`src/rtl/time_down.sv`:
```
// Down-counting timer: loads a period, counts to zero, pulses timeout, then reloads or stops.
// All outputs registered; control priority is rst > ~en > stop > start > pause/zero/decrement.
module time_down #(
   parameter int WIDTH = 32
) (
   input  logic             clk,
   input  logic             rst,
   input  logic             en,
   input  logic             start,
   input  logic             stop,
   input  logic             pause,
   input  logic [WIDTH-1:0] cfg_load,
   input  logic             cfg_repeat,
   input  logic             irq_clr,
   output logic [WIDTH-1:0] cnt,
   output logic             timeout,
   output logic             irq,
   output logic             busy,
   output logic [1:0]       state
);

   typedef enum logic [1:0] {
      IDLE  = 2'd0,
      RUN   = 2'd1,
      PAUSE = 2'd2,
      DONE  = 2'd3
   } state_t;

   state_t           cur, nxt;
   logic [WIDTH-1:0] cnt_nxt;
   logic             timeout_nxt;
   logic             irq_nxt;
   logic             busy_nxt;

   always_ff @(posedge clk) begin
      if (rst) begin
         cur     <= IDLE;
         cnt     <= '0;
         timeout <= 1'b0;
         irq     <= 1'b0;
         busy    <= 1'b0;
      end else begin
         cur     <= nxt;
         cnt     <= cnt_nxt;
         timeout <= timeout_nxt;
         irq     <= irq_nxt;
         busy    <= busy_nxt;
      end
   end

   always_comb begin
      nxt         = cur;
      cnt_nxt     = cnt;
      timeout_nxt = 1'b0;
      // a zero event on the same edge as irq_clr overrides the clear below
      irq_nxt     = irq & ~irq_clr;

      if (!en || stop) begin
         nxt     = IDLE;
         cnt_nxt = '0;
      end else if (start && (cfg_load != '0)) begin
         nxt     = RUN;
         cnt_nxt = cfg_load;
      end else begin
         case (cur)
            RUN: begin
               if (pause) begin
                  nxt = PAUSE;
               end else if (cnt != '0) begin
                  cnt_nxt = cnt - 1'b1;
               end else begin
                  timeout_nxt = 1'b1;
                  irq_nxt     = 1'b1;
                  if (cfg_repeat && (cfg_load != '0)) begin
                     cnt_nxt = cfg_load;
                  end else begin
                     nxt     = DONE;
                     cnt_nxt = '0;
                  end
               end
            end
            // resume edge only leaves PAUSE; decrement resumes on the following edge
            PAUSE: begin
               if (!pause) nxt = RUN;
            end
            DONE: begin
               cnt_nxt = '0;
            end
            default: begin
            end
         endcase
      end

      busy_nxt = (nxt == RUN) || (nxt == PAUSE);
   end

   assign state = cur;

endmodule

```
`config.mk`:
```
export PLATFORM = sky130hd
export DESIGN_NAME = time_down
export DESIGN_NICKNAME = d
export VERILOG_FILES = /design/src/rtl/time_down.sv
export SDC_FILE = /design/constraint.sdc
export NUM_CORES = 1
export LEC_CHECK = 0
export BUFFER_PORTS_ARGS = -buffer_cell sky130_fd_sc_hd__buf_2
export CORE_UTILIZATION = 50
export DETAILED_ROUTE_END_ITERATION = 8
export PLACE_DENSITY = 0.74
export SYNTH_ARGS = -nofsm -noshare
export SYNTH_HDL_FRONTEND = slang
export SYNTH_SLANG_ARGS = --single-unit
```
`constraint.sdc`:
```
create_clock -name clk -period 4.6 [get_ports clk]
set_clock_uncertainty 0.2 [all_clocks]
set_input_delay 0.46 -clock clk [delete_from_list [all_inputs] [get_ports clk]]
set_output_delay 0.46 -clock clk [all_outputs]
set_load 0.03 [all_outputs]
```
Word-level counts from Yosys, hierarchy flattened:

Cells that the tools add are included.

* $add $sub $neg: 1
* equal/unequal tests: 6
* mux-type cells: 18
* bitwise gates (word level): 3
* reductions and logical operators: 11

Operator list (number)
* $mux 32: 4
* $pmux 32 s2: 1
* $reduce_bool 32->1: 2
* $sub 32x1->32 const B: 1
* $mux 2: 6
* $eq 2x2->1 const B: 3
* $mux 1: 6
* $reduce_or 5->1: 1
* $eq 2x1->1 const B: 2
* $pmux 2 s2: 1
* $ne 3x3->1 const B: 1
* $reduce_bool 3->1: 1
* $logic_and 1x1->1: 2
* $logic_or 1x1->1: 2
* $not 1->1: 2
* $reduce_and 2->1: 1
* $reduce_or 2->1: 1
* $and 1x1->1: 1
* $logic_not 1->1: 1

* flip-flop bits (word level): 37
* bits of input ports: 40
* output and inout bits: 37
* word-level logic and storage cells: 44

Longest topological paths before layout:

Gate-level depths: netlist of the first run.

* word-level depth: 10
* depth in mapped cells: 9
* depth with buffers taken out: 8

Worst setup path after synthesis of the first run:

Ideal clock, no wire load.

* path type: flip-flop to flip-flop
* start point: register cnt[0]
* end point: register cnt[26]
* library setup time: 0.120 ns
* data arrival time: 2.307 ns
* required time: 4.280 ns
* setup slack: 1.973 ns
* cell stages (with the launch flop): 10
* buffers on the path: 1
* clock period less this slack: 2.627 ns
* path through: dfxtp_1 inv_1 ha_1 nor4b_2 nand3b_1 or3_1 clkbuf_1 o211ai_1 a21oi_1 a211o_1

* longest elaborated chain between the ends: 5
* elaborated cells between the ends (all ways): 6
* those cells by class: add/sub (1); mux (4); reduce/logical (1)

Ends and longest elaborated chain
* start, declared: line 15 `output logic [WIDTH-1:0] cnt,`
* start signal, assigned: line 44 `cnt <= cnt_nxt;`
* $sub 32x1->32 or $reduce_bool 32->1 (tied branches): line 70, 69
* $mux 32 *: line 69 `end else if (cnt != '0) begin`
* $mux 32 *: line 67 `if (pause) begin`
* $pmux 32 s2 *: line 65 `case (cur)`
* $mux 32 *: line 61 `end else if (start && (cfg_load != '0)) begin`

Every way passes the cells marked *; elsewhere a longest branch is shown, timed or not. The select of a mux whose other input is x is not followed.
A chain may end at the register's enable or synchronous reset.

Worst setup path in the final report of the first run:

* start point: register cnt[0]
* end point: register cnt[30]

Same word-level chain as after synthesis.

==> impl_metrics.yaml, run 1 <==
clock_tree:
  clkTransAtPathRegs_ns: 0.08
  numCtsBuffers: 5
  cts_setup_buffers: 0
  cts_root_buf: "clkbuf_8"
  cts-hold-fix-buffers: 0
  cts_max_level: 2
  cts_tree: "built"
  clkSinkCount: 37
  cts_resized: 0
  clkLatencyLatePin_ns: 0.30
  cts_buffer_depth: 2
yosys:
  ys_seq_area_frac: 0.2778
  ys_warn_count: 0
  synth_top_cell_area_share: 0.2778
  ys_ff_latch: 37
  yosysTopAreaCell: "dfxtp_1"
  yosysUniqueCellTypes: 57
  synth_edf_count: 0
  async_flop_share: 0
  synthesis.area_sq_mm: 0.002666
  synth.area.top_cells: "dfxtp_1 28%, nor3_1 5.1%, nor4_1 4.2%"
  synth.avg_cell_area_sq_um: 7.842
  synth_nets: 385
  synth-main-ff-cell: "dfxtp_1"
  synthCells: 340
global_route:
  grt_pass1_wl_mm: 13.46
  grt_pass1_vias: 2691
  grt_max_degree: 25
  antenna_found_initial: 0
  grt_usage: 0.3242
  grt_overflow: 0
sta:
  setup_tns_ns: 0
  hold_slack_ns: 0.1758
  hold_violations: 0
  slew_violations: 0
  fin_ws_ns: 1.451
  rsz0062_at_grt: "no"
  post-route-period-util: 0.6846
  min_period_ns: 3.149
  tightest_slew_ns: 0.9629
  setup_viol: 0
  fmax_ghz: 0.3176
  relSlewSlack: 0.3581
power_and_ir_drop:
  p_leak_nw: 1.446
  vdd_drop_max_v: 0.0001609
  p_per_area_mw_per_mm2: 276.6
  p_total_uw: 875.9
worst_setup_path:
  worst_ep_required_time_ns: 4.60
  path_class: "reg2reg"
  crit_chain: "inv_1, ha_1, or4b_1, nor4_4, a21o_1, nor2_1, a22o_1, a32o_1"
  critPathMaxStageDelay_ns: 0.50
  arrival_ns: 3.15
  path_max_fanout: 11
  cp-start-kind: "register"
  cpMaxStageDelayCell: "or4b_1"
  crit_path_end_kind: "register"
run_status:
  status: "finished clean"
cells_and_area:
  nets: 452
  fillerInstances: 489
  seq_area_sq_um: 740.7
  n_antenna_cell: 0
  area_growth_pct: 18.77
  multiInputGateArea_sq_mm: 0.001815
  drive_above_1_share: 0.2506
  postLayoutCoreUtil: 0.6200
place:
  io_buffers: 76
  dpl_worst_slack_ns: 1.357
  finalWeightedCongestion: 0.8761
  place_hpwl_mm: 6.008
route:
  postRouteAntennaNets: 0
  highest_layer: "met4"
  wl_met1_mm: 3.569
  wl_per_cell_microns: 18.14
  dr.pass1.iters: 5
  via_per_inst: 6.363
  wl_met3_microns: 795
  drt_wl_total_mm: 8.652
  num_vias: 3035
  drc: 0
  met2WireLength_mm: 4.067
  drt_iter0_markers: 208
floorplanning:
  design.die.area_sq_mm: 0.005629
  die_x_microns: 75.03
  rows: 26
  ios: 77
  core_area_sq_mm: 0.005107
  die_y_microns: 75.03
  start_util: 0.5220
worst_hold_path:
  hold_class: "in2reg"
run:
  max_cap_violations: 0
stage by stage:
step,instances,area (sq um)
2_1_floorplan,340,2666
3_3_place_gp,470,3080
3_5_place_dp,470,3080
4_1_cts,477,3167
5_1_grt,477,3167
6_report,477,3167
cell families (layout without fill, tap and decap cells):
| family | after synthesis | in the layout | share of synthesized area |
|---|---|---|---|
| AOI/OAI and AO/OA | 91 | 91 | 0.2370 |
| xor gates and xnor gates | 12 | 12 | 0.03942 |
| adders and majority gates | 5 | 5 | 0.02346 |
| buffers and inverters | 27 | 94 | 0.04130 |
| DFF | 37 | 37 | 0.2778 |
| muxes | 10 | 10 | 0.03754 |
| and+or+nand+nor | 158 | 158 | 0.3435 |
routing by layer:
layer,track usage,vias up
met3,0.06426,23
met1,0.4280,1418
met5,0,-
met2,0.5135,156
li1,-,1438
met4,0.1426,0
report_power, final:
| part | total, mW | internal [mW] | leakage (nW) | switching [mW] |
|---|---|---|---|---|
| combinational | 0.296 | 0.110 | 1.10 | 0.185 |
| sequential | 0.337 | 0.327 | 0.300 | 0.0102 |
| clock | 0.243 | 0.119 | 0.0443 | 0.124 |
worst max-delay path, delay by kind of cell, from the launching register on:
kind                     cells  cell delay, ns
AND/OR/NAND/NOR              3            1.23
flip-flops                   1            0.33
buffers and inverters        1            0.12
AO/OA/AOI/OAI                3            0.99
adder cells (fa/ha/maj)      1            0.18
cells in the mapped netlist, types with 5 or more instances:
library cell	n
nor4_1	18
o21ai_0	12
mux2i_1	10
ha_1	5
o21ai_1	5
a221oi_1	6
inv_1	7
nand2_1	29
a21o_1	14
nand4_1	5
clkbuf_1	13
o211ai_1	5
dfxtp_1	37
buf_2	7
a21oi_1	17
or3_1	9
nand3_1	12
xor2_1	9
nor2_1	23
a211oi_1	5
nor3_1	27
placed cells by master (no fill, tap or decap), types with 6 or more instances in the layout:
master	instances
buf_2	76
dfxtp_1	37
nand2_1	29
nor3_1	27
nor2_1	23
nor4_1	18
a21oi_1	17
a21o_1	14
nand3_1	12
o21ai_0	12
mux2i_1	10
xor2_1	9
or3_1	9
inv_1	7
a221oi_1	6
clkbuf_8	6
final timing paths:
| path | from | end | slack, ns | cells after the start |
|---|---|---|---|---|
| max | cnt[0]$_SDFFE_PP0P_ | cnt[30]$_SDFFE_PP0P_ | 1.45 | 8 |
| min reg2reg | cnt[7]$_SDFFE_PP0P_ | cnt[7]$_SDFFE_PP0P_ | 0.31 | 2 |
| max reg2reg | cnt[0]$_SDFFE_PP0P_ | cnt[30]$_SDFFE_PP0P_ | 1.45 | 8 |
| min | cfg_load[12] | cnt[12]$_SDFFE_PP0P_ | 0.18 | 3 |
registers in the layout (all words and copies together) (netlist names):
name / cells
cnt: 32
state: 2
busy: 1
irq: 1
timeout: 1
final cells by class:
class                           instances  area share
Clock buffer                            7     0.02726
Inverter                                7    0.008297
Multi-Input combinational cell        276      0.5733
Sequential cell                        37      0.2339
Tap cell                               70     0.02766
Timing Repair Buffer                   80      0.1296
No activity file was read; power rests on OpenSTA's default activity.
==> inputs of run 2 (changes only) <==
==> constraint.sdc (replaced) <==
create_clock -name clk -period 3.2 [get_ports clk]
set_clock_uncertainty 0.2 [all_clocks]
set_input_delay 0.32 -clock clk [delete_from_list [all_inputs] [get_ports clk]]
set_output_delay 0.32 -clock clk [all_outputs]
set_load 0.03 [all_outputs]
==> impl_metrics.yaml, run 2 (same netlist as run 1, synthesis figures left out) <==
worst_setup_path:
  path_class: "reg2reg"
  reg2reg_depth: 6
  ff2ff_setup_slack_ns: 0.32
  reg2reg_to: "cnt[19]$_SDFFE_PP0P_"
  worstSetupStartpoint: "cnt[4]$_SDFFE_PP0P_"
  path_max_fanout: 12
  arrival_ns: 2.87
  critPathCapture: "cnt[19]$_SDFFE_PP0P_"
  r2r-start: "cnt[4]$_SDFFE_PP0P_"
  worst_ep_required_time_ns: 3.19
  crit_path_end_kind: "register"
  cp-start-kind: "register"
sta:
  slew_violations: 0
  tightest_slew_ns: 0.8589
  fmax_ghz: 0.3471
  relSlewSlack: 0.4274
  fin_ws_ns: 0.3189
  setup_viol: 0
  min_period_ns: 2.881
  hold_slack_ns: 0.03700
  rsz0062_at_grt: "no"
  post-route-period-util: 0.9003
  setup_tns_ns: 0
  hold_violations: 0
global_route:
  grt_pass1_vias: 2653
  grt_pass1_wl_mm: 13.70
  grt_max_degree: 24
  antenna_found_initial: 0
  grt_usage: 0.3309
  grt_overflow: 0
route:
  wl_per_cell_microns: 18.21
  postRouteAntennaNets: 0
  num_vias: 3128
  dr.pass1.iters: 5
  via_per_inst: 6.397
  drc: 0
  drt_wl_total_mm: 8.906
  drt_iter0_markers: 321
cells_and_area:
  seq_area_sq_um: 740.7
  most-common-layout-cells: "76 x buf_2, 37 x dfxtp_1, 29 x nand2_1, 27 x nor3_1, 23 x nor2_1"
  nets: 464
  final_common_cell: "buf_2"
  multiInputGateArea_sq_mm: 0.001815
  drive_above_1_share: 0.2721
  fillerInstances: 490
  n_antenna_cell: 0
  largest_reg_flops: 32
  top_register: "cnt"
  layout.cells.non_filler: 489
  area_growth_pct: 22.15
clock_tree:
  numCtsBuffers: 5
  cts_resized: 0
  cts_setup_buffers: 0
  cts-hold-fix-buffers: 0
  clkLatencyLatePin_ns: 0.29
  cts_tree: "built"
  cts_buffer_depth: 2
  cts_max_level: 2
  cts_root_buf: "clkbuf_8"
  clkTransAtPathRegs_ns: 0.08
  clkSinkCount: 37
place:
  dpl_worst_slack_ns: 0.3517
  io_buffers: 76
  finalWeightedCongestion: 0.9416
  place_inst: 482
  place_hpwl_mm: 6.418
floorplanning:
  rows: 26
  die_x_microns: 75.03
  core_area_sq_mm: 0.005107
  design.die.area_sq_mm: 0.005629
  die_y_microns: 75.03
  start_util: 0.5220
  ios: 77
power_and_ir_drop:
  clock_power_share: 0.269
  p_leak_nw: 1.502
  power_frac_seq: 0.377
  p_total_mw: 1.284
  pwr-share-comb: 0.354
  p_per_area_mw_per_mm2: 394.3
  swShare: 0.3618
  p_switching_uw: 464.6
  internal_power_uw: 819.5
  vdd_drop_max_v: 0.0001890
run:
  max_cap_violations: 0
worst_hold_path:
  hold_class: "in2reg"
run_status:
  status: "finished clean"
## run 2: changes by cell type in the layout (fill, tap and decap cells not counted), sizes merged
| cell | change |
|---|---|
| buf | +12 |
## run 2: cell type report
class | instances | share of cell area
tap | 70 | 0.02689
multi-input combinational | 276 | 0.5574
timing repair buffer | 92 | 0.1537
inverter | 7 | 0.008068
clock buffer | 7 | 0.02651
sequential | 37 | 0.2274
## run 2: critical path, cell delays in order (launching register included)
cell and delay (ns):
dfxtp_1 0.37, or4_1 0.67, or3_1 0.62, or2_1 0.34, nor3_1 0.20, o31ai_1 0.10, a32o_1 0.28
## run 2: per-layer routing
metal	part of all wire	track usage	wire length, microns
met2	0.48	0.5485	4283
met1	0.41	0.4369	3680
met4	0.024	0.1111	211
met3	0.082	0.05489	731
met5	0	0	0
## run 2: worst min-delay path by stage
stage,startpoint,end,slack [ns],depth (start not counted)
floorplan,pause,timeout$_SDFF_PP0_,0.21,1
global placement,cnt[7]$_SDFFE_PP0P_,cnt[7]$_SDFFE_PP0P_,0.29,2
detailed placement,cnt[7]$_SDFFE_PP0P_,cnt[7]$_SDFFE_PP0P_,0.32,2
CTS,cfg_load[5],cnt[5]$_SDFFE_PP0P_,0.03,3
global route,cfg_load[5],cnt[5]$_SDFFE_PP0P_,0.05,3
finish,cfg_load[5],cnt[5]$_SDFFE_PP0P_,0.04,3
## run 2: power groups by stage
stage / Sequential, mW / Clock, mW / Combinational, mW
CTS: 0.484 / 0.346 / 0.448
detailed placement: 0.495 / 0 / 0.446
finish: 0.484 / 0.345 / 0.455
global route: 0.486 / 0.361 / 0.495
floorplan: 0.512 / 0 / 0.287
global placement: 0.495 / 0 / 0.441
## run 2: per-stage QoR
stage,util,instance area (sq um)
after floorplan,-,2666
after global placement,0.6208,3171
after detailed placement,0.6208,3171
after CTS,0.6377,3257
after global routing,0.6377,3257
final,0.6377,3257
==> inputs of run 3 (changes only) <==
--- a/config.mk
+++ b/config.mk
@@ -6,9 +6,9 @@
 export NUM_CORES = 1
 export LEC_CHECK = 0
 export BUFFER_PORTS_ARGS = -buffer_cell sky130_fd_sc_hd__buf_2
-export CORE_UTILIZATION = 50
+export CORE_UTILIZATION = 39
 export DETAILED_ROUTE_END_ITERATION = 8
-export PLACE_DENSITY = 0.74
+export PLACE_DENSITY = 0.6
 export SYNTH_ARGS = -nofsm -noshare
 export SYNTH_HDL_FRONTEND = slang
 export SYNTH_SLANG_ARGS = --single-unit
==> impl_metrics.yaml, run 3 (same netlist as run 1, synthesis figures left out) <==
sta:
  fmax_ghz: 0.3334
  fin_ws_ns: 0.2007
  rsz0062_at_grt: "no"
  post-route-period-util: 0.9373
  relSlewSlack: 0.3409
  hold_violations: 0
  hold_slack_ns: 0.04579
  slew_violations: 0
  setup_viol: 0
  setup_tns_ns: 0
  min_period_ns: 2.999
  tightest_slew_ns: 0.9886
power_and_ir_drop:
  p_leak_nw: 1.514
  p_per_area_mw_per_mm2: 395.9
  pwr-share-comb: 0.358
  p_total_mw: 1.299
  p_switching_uw: 477.4
  vdd_drop_max_v: 0.0002166
  clock_power_share: 0.269
  power_frac_seq: 0.373
  swShare: 0.3676
  internal_power_uw: 821.3
floorplanning:
  start_util: 0.4128
  design.die.area_sq_mm: 0.007172
  die_y_microns: 84.69
  die_x_microns: 84.69
  ios: 77
  core_area_sq_mm: 0.006459
  rows: 29
place:
  finalWeightedCongestion: 0.9413
  place_hpwl_mm: 6.900
  io_buffers: 76
  dpl_worst_slack_ns: 0.2653
global_route:
  grt_max_degree: 24
  grt_pass1_vias: 2865
  grt_overflow: 0
  grt_usage: 0.2654
  grt_pass1_wl_mm: 14.76
  antenna_found_initial: 0
route:
  postRouteAntennaNets: 0
  drc: 7
  wl_per_cell_microns: 19.23
  num_vias: 3097
  drt_iter0_markers: 349
  drt_wl_total_mm: 9.579
  via_per_inst: 6.219
  dr.pass1.iters: 9
worst_setup_path:
  arrival_ns: 2.97
  path_max_fanout: 8
  worst_ep_required_time_ns: 3.17
  worstSetupStartpoint: "cnt[0]$_SDFFE_PP0P_"
  ff2ff_setup_slack_ns: 0.20
  reg2reg_depth: 8
  r2r-start: "cnt[0]$_SDFFE_PP0P_"
  crit_path_end_kind: "register"
  path_class: "reg2reg"
  cp-start-kind: "register"
  reg2reg_to: "cnt[21]$_SDFFE_PP0P_"
run_status:
  violations: "design-rule violations"
  status: "complete, but fails checks"
worst_hold_path:
  min_to: "cnt[5]$_SDFFE_PP0P_"
  hold_class: "in2reg"
  hold_depth: 3
  worstHoldStart: "cfg_load[5]"
clock_tree:
  cts_root_buf: "clkbuf_8"
  cts_buffer_depth: 2
  clkTransAtPathRegs_ns: 0.08
  clkSinkCount: 37
  cts_resized: 0
  cts-hold-fix-buffers: 0
  numCtsBuffers: 5
  cts_tree: "built"
  cts_max_level: 2
  cts_setup_buffers: 0
  clkLatencyLatePin_ns: 0.30
cells_and_area:
  top_register: "cnt"
  drive_above_1_share: 0.2755
  most-common-layout-cells: "76 x buf_2, 37 x dfxtp_1, 29 x nand2_1, 27 x nor3_1, 23 x nor2_1"
  largest_reg_flops: 32
  final_common_cell: "buf_2"
  n_antenna_cell: 0
  nets: 466
  area_growth_pct: 23.04
run:
  max_cap_violations: 0
run 3: worst max path at each step:
stage / slack [ns] / end / cells past startpoint
6_report: 0.20 / cnt[21]$_SDFFE_PP0P_ / 8
5_1_grt: 0.03 / cnt[21]$_SDFFE_PP0P_ / 8
4_1_cts: 0.24 / cnt[27]$_SDFFE_PP0P_ / 8
3_5_place_dp: 0.27 / cnt[27]$_SDFFE_PP0P_ / 8
3_3_place_gp: 0.25 / cnt[21]$_SDFFE_PP0P_ / 8
2_1_floorplan: 0.57 / cnt[26]$_SDFFE_PP0P_ / 9
run 3: power by group through the flow:
| stage | Combinational, mW | Clock, mW | Sequential (mW) |
|---|---|---|---|
| 2_1_floorplan | 0.287 | 0 | 0.512 |
| 3_3_place_gp | 0.454 | 0 | 0.495 |
| 3_5_place_dp | 0.455 | 0 | 0.495 |
| 4_1_cts | 0.457 | 0.361 | 0.484 |
| 5_1_grt | 0.497 | 0.380 | 0.486 |
| 6_report | 0.465 | 0.350 | 0.485 |
run 3: critical path: stages, from the launching register on:
cell     delay (ns)
dfxtp_1        0.34
inv_1          0.12
ha_1           0.19
or4b_1         0.50
nor4_4         0.44
nand2_1        0.28
a21oi_1        0.24
or4_1          0.39
o21ai_0        0.16
run 3: through the flow:
stage / utilization / instances / area, sq um
after floorplan: - / 340 / 2666
after global placement: 0.4946 / 491 / 3194
after detailed placement: 0.4946 / 491 / 3194
after CTS: 0.5079 / 498 / 3281
after global routing: 0.5079 / 498 / 3281
final: 0.5079 / 498 / 3281
run 3: metal layers:
layer  wire (microns)  share of wire  GRT usage
met5                0              0          0
met3              675          0.070    0.03933
met4              238          0.025     0.1002
met2             4426           0.46     0.4331
met1             4237           0.44     0.3546
run 3: area by class of cell:
type	instances	area [sq um]
clock buffer	7	86.33
multi-input combinational	276	1815
sequential	37	740.7
tap	77	96.34
timing repair buffer	94	515.5
inverter	7	26.28
fill	640	3178
